--- config.mk ---
export PLATFORM = sky130hd
export DESIGN_NAME = rob_ptr_ctrl_flat
export DESIGN_NICKNAME = d
export VERILOG_FILES = /design/src/rtl/rob_ptr_ctrl_if.sv /design/src/rtl/rob_ptr_ctrl.sv /design/src/flat_wrapper.sv
export SDC_FILE = /design/constraint.sdc
export NUM_CORES = 1
export LEC_CHECK = 0
export CORE_MARGIN = 2
export CORE_UTILIZATION = 46
export CTS_CLUSTER_SIZE = 14
export DETAILED_ROUTE_END_ITERATION = 10
export PLACE_DENSITY_LB_ADDON = 0.1
export RECOVER_POWER = 50
export SLEW_MARGIN = 20
export SYNTH_ARGS = -nofsm -noshare
export SYNTH_HDL_FRONTEND = slang
export SYNTH_SLANG_ARGS = --single-unit
--- constraint.sdc ---
create_clock -name clk -period 3.6 [get_ports clk]
set_input_delay 0.54 -clock clk [delete_from_list [all_inputs] [get_ports clk]]
set_output_delay 0.54 -clock clk [all_outputs]
set_load 0.02 [all_outputs]
--- src/rtl/rob_ptr_ctrl_if.sv ---
// Renaming/commit handshake bundle for the ROB pointer controller.
// master = pipeline side driving requests; slave = the pointer controller.
interface rob_ptr_ctrl_if #(
  parameter int ROB_DEPTH    = 16,
  parameter int ALLOC_WIDTH  = 2,
  parameter int COMMIT_WIDTH = 2
);
  localparam int AW = $clog2(ROB_DEPTH);
  localparam int CW = AW + 1;
  localparam int NW = $clog2(ALLOC_WIDTH + 1);
  localparam int RW = $clog2(COMMIT_WIDTH + 1);

  logic [NW-1:0]                   alloc_num;
  logic                            alloc_ready;
  logic [ALLOC_WIDTH-1:0][AW-1:0]  rob_addr;
  logic [RW-1:0]                   commit_num;
  logic                            flush;
  logic [AW-1:0]                   head;
  logic [AW-1:0]                   tail;
  logic [CW-1:0]                   count;
  logic                            full;
  logic                            empty;

  modport master (
    output alloc_num, commit_num, flush,
    input  alloc_ready, rob_addr, head, tail, count, full, empty
  );

  modport slave (
    input  alloc_num, commit_num, flush,
    output alloc_ready, rob_addr, head, tail, count, full, empty
  );
endinterface

--- src/rtl/rob_ptr_ctrl.sv ---
// ROB head/tail/occupancy tracker; ROB_PTR_STAT_EN adds a saturating stall counter.
// Latency: rob_addr is combinational from tail; pointer/count updates visible next cycle.
// Backpressure: alloc_ready drops when free < ALLOC_WIDTH; refused requests must be held.
module rob_ptr_ctrl #(
  parameter int ROB_DEPTH    = 16,
  parameter int ALLOC_WIDTH  = 2,
  parameter int COMMIT_WIDTH = 2
) (
  input  logic          clk,
  input  logic          resetn,
  rob_ptr_ctrl_if.slave rob
`ifdef ROB_PTR_STAT_EN
  ,
  output logic [31:0]   stall_cycles
`endif
);
  localparam int AW = $clog2(ROB_DEPTH);
  localparam int CW = AW + 1;
  localparam logic [CW-1:0] DEPTH_C = CW'(ROB_DEPTH);
  localparam logic [CW-1:0] AWID_C  = CW'(ALLOC_WIDTH);

  logic [AW-1:0] head_q;
  logic [AW-1:0] tail_q;
  logic [CW-1:0] count_q;
  logic [CW-1:0] free_n;
  logic [CW-1:0] commit_req;
  logic [CW-1:0] c_eff;
  logic [CW-1:0] alloc_amt;
  logic          ready;
  logic          alloc_fire;

  // Readiness looks only at registered occupancy, so a same-cycle commit never frees space.
  always_comb begin
    free_n     = DEPTH_C - count_q;
    ready      = (free_n >= AWID_C);
    alloc_fire = ready && (rob.alloc_num != '0) && !rob.flush;
    alloc_amt  = alloc_fire ? CW'(rob.alloc_num) : '0;
    commit_req = CW'(rob.commit_num);
    c_eff      = (commit_req > count_q) ? count_q : commit_req;
  end

  always_comb begin
    for (int i = 0; i < ALLOC_WIDTH; i++) begin
      rob.rob_addr[i] = tail_q + AW'(i);
    end
  end

  assign rob.alloc_ready = ready;
  assign rob.head        = head_q;
  assign rob.tail        = tail_q;
  assign rob.count       = count_q;
  assign rob.full        = (count_q == DEPTH_C);
  assign rob.empty       = (count_q == '0);

  always_ff @(posedge clk) begin
    if (!resetn || rob.flush) begin
      head_q  <= '0;
      tail_q  <= '0;
      count_q <= '0;
    end else begin
      head_q  <= head_q + c_eff[AW-1:0];
      tail_q  <= tail_q + alloc_amt[AW-1:0];
      count_q <= count_q + alloc_amt - c_eff;
    end
  end

`ifdef ROB_PTR_STAT_EN
  // Survives flush so stalls can be accumulated across pipeline recoveries.
  always_ff @(posedge clk) begin
    if (!resetn) begin
      stall_cycles <= '0;
    end else if ((rob.alloc_num != '0) && !ready && !rob.flush && (stall_cycles != 32'hFFFF_FFFF)) begin
      stall_cycles <= stall_cycles + 32'd1;
    end
  end
`endif
endmodule

--- src/flat_wrapper.sv ---
// flat-port wrapper written by rule: the top's interface ports become plain ports
module rob_ptr_ctrl_flat 
#(
  parameter int ROB_DEPTH    = 16,
  parameter int ALLOC_WIDTH  = 2,
  parameter int COMMIT_WIDTH = 2
)
  (clk, resetn, rob_alloc_num, rob_commit_num, rob_flush, rob_alloc_ready, rob_rob_addr, rob_head, rob_tail, rob_count, rob_full, rob_empty);
  rob_ptr_ctrl_if #(.ROB_DEPTH(ROB_DEPTH), .ALLOC_WIDTH(ALLOC_WIDTH), .COMMIT_WIDTH(COMMIT_WIDTH)) rob_i ();
  input  logic clk;
  input  logic resetn;
  input wire logic [$bits(rob_i.alloc_num)-1:0] rob_alloc_num;
  input wire logic [$bits(rob_i.commit_num)-1:0] rob_commit_num;
  input wire logic [$bits(rob_i.flush)-1:0] rob_flush;
  output wire logic [$bits(rob_i.alloc_ready)-1:0] rob_alloc_ready;
  output wire logic [$bits(rob_i.rob_addr)-1:0] rob_rob_addr;
  output wire logic [$bits(rob_i.head)-1:0] rob_head;
  output wire logic [$bits(rob_i.tail)-1:0] rob_tail;
  output wire logic [$bits(rob_i.count)-1:0] rob_count;
  output wire logic [$bits(rob_i.full)-1:0] rob_full;
  output wire logic [$bits(rob_i.empty)-1:0] rob_empty;
  assign rob_i.alloc_num = rob_alloc_num;
  assign rob_i.commit_num = rob_commit_num;
  assign rob_i.flush = rob_flush;
  assign rob_alloc_ready = rob_i.alloc_ready;
  assign rob_rob_addr = rob_i.rob_addr;
  assign rob_head = rob_i.head;
  assign rob_tail = rob_i.tail;
  assign rob_count = rob_i.count;
  assign rob_full = rob_i.full;
  assign rob_empty = rob_i.empty;
  rob_ptr_ctrl #(.ROB_DEPTH(ROB_DEPTH), .ALLOC_WIDTH(ALLOC_WIDTH), .COMMIT_WIDTH(COMMIT_WIDTH)) u_core (.clk(clk), .resetn(resetn), .rob(rob_i));
endmodule
# Word level (Yosys, flattened, before mapping)

Index checks and enable logic that the tools add are counted.

Register bits: 13
Bits of input ports: 7
Output and inout bits: 24
Logic and storage cells: 21

Muxes and demuxes: 2
Magnitude comparators: 2
$add $sub $neg: 6
Eq/ne operators: 1
Reduce and logical (&&, ||, !) cells: 7

Operator list:

| operator                                                           | number |
|---|---|
| adder 4 bit                                                        | 2 |
| adder 5 bit                                                        | 1 |
| equality test 5 bit (second input constant)                        | 1 |
| greater-or-equal comparator 5 x 2 -> 1 bit (second input constant) | 1 |
| > comparator 2 x 5 -> 1 bit                                        | 1 |
| logical NOT 5 bit                                                  | 1 |
| two-way mux 5 bit                                                  | 1 |
| subtractor 5 bit                                                   | 1 |
| subtractor 5 bit (first input constant)                            | 1 |
| adder 4 x 1 -> 4 bit (second input constant)                       | 1 |
| logical AND 1 bit                                                  | 2 |
| logical NOT 1 bit                                                  | 2 |
| two-way mux 2 bit                                                  | 1 |
| nonzero test 2 bit                                                 | 1 |
| logical OR 1 bit                                                   | 1 |

# Depth between registers and ports, before layout

Gate-level depths: netlist (run 1).

Depth after elaboration: 7
Mapped depth: 12
Mapped depth without buffers: 12

# Worst setup path before layout (run 1)

Ideal clock, no wire load.

Kind: register -> register
Start point: register u_core.count_q[1], in the netlist u_core.rob.count[1]
End point: register u_core.count_q[4], in the netlist u_core.rob.count[4]
Arrival: 3.121 ns
Setup slack: 0.354 ns
Path buffers: 0
Clock period less this slack: 3.246 ns
Data required time: 3.476 ns
Stages on the path, launching flop included: 12
Cells stage by stage: dfxtp_1 -> inv_1 -> ha_1 -> and3_1 -> ha_1 -> o2111a_1 -> nor3b_1 -> fa_1 -> fa_1 -> nand3_1 -> a21o_1 -> a21oi_1

Word-level cells in the longest chain between the ends: 7
Elaborated cells between the ends (all ways): 9
Those cells by class: 3 x add/sub; 2 x order compare; 2 x mux; 2 x reduce/logical

Ends and longest elaborated chain:

| what                                       | line               | text |
|---|---|---|
| from (decl)                                | rob_ptr_ctrl.sv:24 | `logic [CW-1:0] count_q;` |
| from (signal assigned)                     | rob_ptr_ctrl.sv:63 | `count_q <= count_q + alloc_amt - c_eff;` |
| subtractor 5 bit                           | rob_ptr_ctrl.sv:34 | `free_n = DEPTH_C - count_q;` |
| greater-or-equal comparator 5 x 2 -> 1 bit | rob_ptr_ctrl.sv:35 | `ready = (free_n >= AWID_C);` |
| logical AND 1 bit (2 in a row)             | rob_ptr_ctrl.sv:36 | `alloc_fire = ready && (rob.alloc_num != '0) && !rob.flush;` |
| two-way mux 2 bit                          | rob_ptr_ctrl.sv:37 | `alloc_amt = alloc_fire ? CW'(rob.alloc_num) : '0;` |
| adder 5 bit                                | rob_ptr_ctrl.sv:63 |  |
| subtractor 5 bit (*)                       | rob_ptr_ctrl.sv:63 |  |

Every way passes the cells marked *; elsewhere a longest branch is shown, timed or not.
A chain may end at the register's enable or synchronous reset.

# Worst setup path in the final report (run 1)

Same ends and word-level chain as after synthesis.

==> results of run 1 <==
[per-layer routing]
layer,vias to the layer above,share of wire
met4,0,0.0091
met2,17,0.50
met5,-,0
met3,2,0.043
met1,358,0.44
li1,403,-
[critical path, stage by stage (launching register included)]
cell and delay (ps):
dfxtp_1 490, inv_1 120, ha_1 230, and3_1 210, ha_1 280, o2111a_1 180, nor3b_1 190, buf_4 160
fa_1 460, fa_1 480, nand3_1 110, nand3_1 80, a21oi_1 130
[kinds of logic (layout without fill, tap and decap cells)]
family | after synthesis | count (layout) | share of synthesized area
AO/OA/AOI/OAI | 14 | 14 | 0.116
XOR/XNOR | 7 | 7 | 0.0613
adder cells (fa/ha/maj) | 21 | 21 | 0.292
buffers and inverters | 16 | 46 | 0.0813
flip-flops | 13 | 13 | 0.260
multiplexers | 3 | 3 | 0.0350
other | 1 | 1 | 0.00375
AND/OR/NAND/NOR | 27 | 27 | 0.150
[cell usage after synthesis]
master / n / area share
nor3b_1: 2 / 0.015
o2111a_1: 1 / 0.011
ha_1: 17 / 0.21
o21ai_2: 1 / 0.0088
fa_1: 4 / 0.080
dlygate4sd3_1: 1 / 0.010
o21ai_0: 1 / 0.0050
a211o_1: 2 / 0.018
a21oi_1: 6 / 0.030
dfxtp_1: 13 / 0.26
a2111oi_4: 1 / 0.028
or3_1: 1 / 0.0063
buf_4: 4 / 0.030
and2_1: 6 / 0.038
nor2b_1: 2 / 0.012
nand3_1: 5 / 0.025
nand2_1: 2 / 0.0075
conb_1: 1 / 0.0037
xor2_1: 2 / 0.018
nand2b_1: 1 / 0.0063
xnor2_1: 5 / 0.044
nor2_1: 4 / 0.015
nor4_1: 1 / 0.0063
inv_1: 11 / 0.041
o31a_1: 1 / 0.0088
mux2_4: 1 / 0.015
and3_1: 1 / 0.0063
nand4_1: 2 / 0.012
a21o_1: 1 / 0.0075
mux2i_1: 2 / 0.020
[flip-flops by register name (all words and copies together), names as in the netlist]
| name | count |
|---|---|
| u_core.rob.count | 5 |
| u_core.rob.head | 4 |
| u_core.rob.tail | 4 |
[final cells by class]
| type | instances | area (um^2) | area share |
|---|---|---|---|
| Clock buffer | 4 | 26.3 | 0.0198 |
| Inverter | 11 | 41.3 | 0.0311 |
| Multi-Input combinational cell | 73 | 659 | 0.496 |
| Sequential cell | 13 | 260 | 0.196 |
| Tap cell | 27 | 33.8 | 0.0254 |
| Timing Repair Buffer | 31 | 308 | 0.232 |
[power groups by stage]
| stage | clock network, W | logic, W | registers (W) |
|---|---|---|---|
| floorplan | 0 | 0.000382 | 0.000249 |
| global placement | 0 | 0.000572 | 0.000224 |
| detailed placement | 0 | 0.000590 | 0.000224 |
| CTS | 0.0000928 | 0.000594 | 0.000221 |
| global route | 0.0000997 | 0.000646 | 0.000228 |
| finish | 0.0000895 | 0.000575 | 0.000219 |
[per-stage QoR]
| step | instance area, um^2 | hold WS [ps] | total power, W |
|---|---|---|---|
| after global routing | 1330 | 514 | 0.000973 |
| after detailed placement | 1300 | 470 | 0.000814 |
| after CTS | 1330 | 480 | 0.000907 |
| after floorplan | 1000 | 548 | 0.000631 |
| final | 1330 | 473 | 0.000883 |
| after global placement | 1300 | 464 | 0.000795 |
[worst paths after layout]
kind	slack [ps]	cells past startpoint	end	from
worst max-delay path	400	12	u_core.rob.count[4]	u_core.rob.count[1]
worst min-delay path	470	2	u_core.rob.head[3]	u_core.rob.head[3]
worst min register to register	470	2	u_core.rob.head[3]	u_core.rob.head[3]
worst max register to register	400	12	u_core.rob.count[4]	u_core.rob.count[1]
==> flow_metrics.tcl, run 1 <==
set metrics [dict create \
    finalSetupTns_ps 0 \
    grt_pass1_vias 724 \
    syn_inst 102 \
    syn_area_per_cell_um2 9.81 \
    initial_core_util 0.500 \
    grt_start_max_net_pins 9 \
    post-place-cells 155 \
    cts.sinks 13 \
    worst-setup-path-type "flip-flop to flip-flop" \
    ys_seq_area_frac 0.260 \
    post-place-ws_ps 134 \
    gp_congestion 0.838 \
    antenna_found_initial 0 \
    rsz0062_at_grt "no" \
    drc 0 \
    top_usage_layer "met2" \
    p_int_w 0.000496 \
    slew_viol_final 0 \
    fin_util 0.664 \
    grt.total_usage 0.169 \
    p_comb_frac 0.651 \
    firstDrtPassIters 4 \
    ir_worst_vdd_uv 392 \
    fin_crit_sh 0.888 \
    wl_per_cell_um 11.8 \
    swShare 0.439 \
    num_vias 780 \
    syn_nets 130 \
    synth_cell_types 30 \
    most-common-layout-cells "dlygate4sd3_1, ha_1, dfxtp_1" \
    path_clk_slew_ps 80 \
    pwr-share-clk 0.101 \
    ys_ff_latch 13 \
    via_per_inst 4.91 \
    critPathMaxFanout 8 \
    syn2layout_area_growth_pct 32.7 \
    portBuffers 30 \
    dpl.hpwl_um 1620 \
    overflow 0 \
    nets 161 \
    cts_hold_buf 0 \
    power_density_nw_per_um2 664 \
    clk_latency_ps 270 \
    clock-root-buffer "clkbuf_4" \
    cts_tree "done" \
    layout_commonest_cell "dlygate4sd3_1" \
    coreArea_um2 2000 \
    cts_buffer_depth 2 \
    cts_resized 0 \
    p_switching_w 0.000387 \
    holdCritPathClass "flip-flop to flip-flop" \
    htreeDepth 1 \
    routed_wirelength_um 1880 \
    fmax_mhz 313 \
    p_leak_nw 0.622 \
    startpoint_type "flip-flop" \
    status "complete, no violations" \
    cap_viol_max_count 0 \
    dieArea_um2 2560 \
    diodes 0 \
    ant_nets 0 \
    yosys_warnings 0 \
    cts_setup_buffers 0 \
    dieWidth_um 50.6 \
    setup_viol 0 \
    met2_usage 0.289 \
    synth_area_um2 1000 \
    hold_viol 0 \
    worstPathArrival_ps 3400 \
    drtIter0Drc 8 \
    worstPathRequired_ps 3810 \
    fp.dieH_um 50.6 \
    period_needed_ps 3200 \
    fillers 172 \
    cts_inserted_buffers 3 \
    io_pins 31 \
    crit_path_end_kind "flip-flop" \
    fin_ws_ps 404 \
    finClkSkew_ps 1.74 \
    use_met3 0.0446 \
    p_seq_frac 0.248 \
    drive_gt1_frac 0.0530 \
    rows 16 \
    fin_cells 159 \
    globalRouteMet1Util 0.214 \
    grt_pass1_wl_um 3310 \
]
Note: power is estimated with default switching activity, not from simulation.
==> inputs of run 2 (changes only) <==
CORE_UTILIZATION = 41   (was 46)
SLEW_MARGIN = unset   (was 20)
clock period = 2.86 ns   (was 3.6 ns; I/O delays follow)
==> run 2 against run 1 <==
Compared with the run above: die area up 11%; utilization is 0.55 points higher; largest cell class unchanged; via count grew 8.5%.
==> flow_metrics.tcl, run 2 (synthesis results as in run 1) <==
set metrics [dict create \
    status "complete, no violations" \
    fin_util 0.669 \
    globalRouteMet1Util 0.221 \
    cap_viol_max_count 0 \
    most-common-layout-cells "dlygate4sd3_1, buf_4, ha_1" \
    use_met3 0.0424 \
    largest_reg_flops 5 \
    p_leak_nw 0.704 \
    cts_hold_buf 0 \
    clock-root-buffer "clkbuf_4" \
    cts_setup_buffers 0 \
    met2_usage 0.288 \
    drc 0 \
    post-place-ws_ps -345 \
    critPathMaxFanout 2 \
    grt.total_usage 0.175 \
    drive_gt1_frac 0.255 \
    cp-endpoint "rob_alloc_ready" \
    num_vias 846 \
    fin_ws_ps 157 \
    firstDrtPassIters 4 \
    rrSetupSlack_ps 160 \
    hold_viol 0 \
    power_density_nw_per_um2 848 \
    antenna_found_initial 0 \
    startpoint "u_core.rob.count[0]" \
    regArea_um2 268 \
    overflow 0 \
    fp.dieH_um 53.4 \
    routed_wirelength_um 2110 \
    fmax_mhz 370 \
    drtIter0Drc 5 \
    startpoint_type "flip-flop" \
    min_from "u_core.rob.head[3]" \
    dieArea_um2 2850 \
    worstPathArrival_ps 2270 \
    worstPathRequired_ps 2430 \
    dieWidth_um 53.4 \
    gp_congestion 0.846 \
    via_per_inst 4.89 \
    wl_per_cell_um 12.2 \
    top_usage_layer "met2" \
    finalSetupTns_ps 0 \
    cts_buffer_depth 2 \
    coreArea_um2 2250 \
    ir_worst_vdd_uv 603 \
    dpl.hpwl_um 1700 \
    initial_core_util 0.444 \
    layout_commonest_cell "dlygate4sd3_1" \
    cts_tree "done" \
    grt_pass1_wl_um 3620 \
    slew_viol_final 0 \
    period_needed_ps 2700 \
    timing.rr.start "u_core.rob.count[0]" \
    holdCritPathClass "flip-flop to flip-flop" \
    rr_worst_depth 11 \
    portBuffers 30 \
    reg2reg_to "u_core.rob.count[3]" \
    nets 174 \
    io_pins 31 \
    rsz0062_at_grt "no" \
    setup_viol 0 \
    fillers 197 \
    diodes 0 \
    finClkSkew_ps 3.74 \
    grt_start_max_net_pins 9 \
    clk_latency_ps 280 \
    htreeDepth 1 \
    ant_nets 0 \
    cts.sinks 13 \
    grt_pass1_vias 859 \
    syn2layout_area_growth_pct 50.8 \
    fin_crit_sh 0.945 \
    multi_input_area_um2 727 \
    cts_inserted_buffers 3 \
    worst-setup-path-type "flip-flop to output port" \
    rows 17 \
    crit_path_end_kind "output port" \
    path_clk_slew_ps 80 \
]
## run 2: final cells by class
class,instances,area share
Inverter,11,0.0274
Clock buffer,3,0.0149
Clock inverter,1,0.00332
Multi-Input combinational cell,73,0.482
Timing Repair Buffer,44,0.272
Tap cell,28,0.0232
Sequential cell,13,0.177
## run 2: where the power goes
part / internal, W / switching, W
sequential: 0.000220 / 0.0000387
combinational: 0.000463 / 0.000440
clock: 0.0000518 / 0.0000652
## run 2: through the flow
stage / area, um^2 / total power (W) / cells / hold WS (ps)
2_1_floorplan: 1020 / 0.000811 / 102 / 548
3_3_place_gp: 1420 / 0.00111 / 169 / 465
3_5_place_dp: 1420 / 0.00113 / 169 / 486
4_1_cts: 1480 / 0.00128 / 173 / 501
5_1_grt: 1510 / 0.00141 / 173 / 528
6_report: 1510 / 0.00128 / 173 / 494
## run 2: how the worst min path moves through the flow
stage                               endpoint  slack (ps)  cells past startpoint
final                     u_core.rob.head[3]         490                      2
after global routing      u_core.rob.head[3]         530                      2
after CTS                 u_core.rob.head[3]         500                      2
after detailed placement  u_core.rob.head[3]         490                      2
after global placement    u_core.rob.head[3]         460                      2
after floorplan           u_core.rob.head[3]         550                      2
## run 2: critical path, cell delays in order (launching register included)
cell and delay (ps):
dfxtp_4 350, inv_1 50, ha_2 190, and3_4 180
ha_1 260, o2111a_2 190, buf_4 140, inv_1 40
clkdlybuf4s50_1 590
## run 2: what timing repair did
item | 4_1_cts | 5_1_grt
endpoints found under the setup margin | 4 | 5
resized for setup | 4 | 10
pin swaps | 4 | 7
gates cloned | 0 | 0
endpoints found under the hold margin | 0 | 0
## run 2: metal layers
layer	vias to the layer above	part of all wire
met3	2	0.044
li1	432	-
met2	17	0.48
met5	-	0
met1	395	0.47
met4	0	0.0057
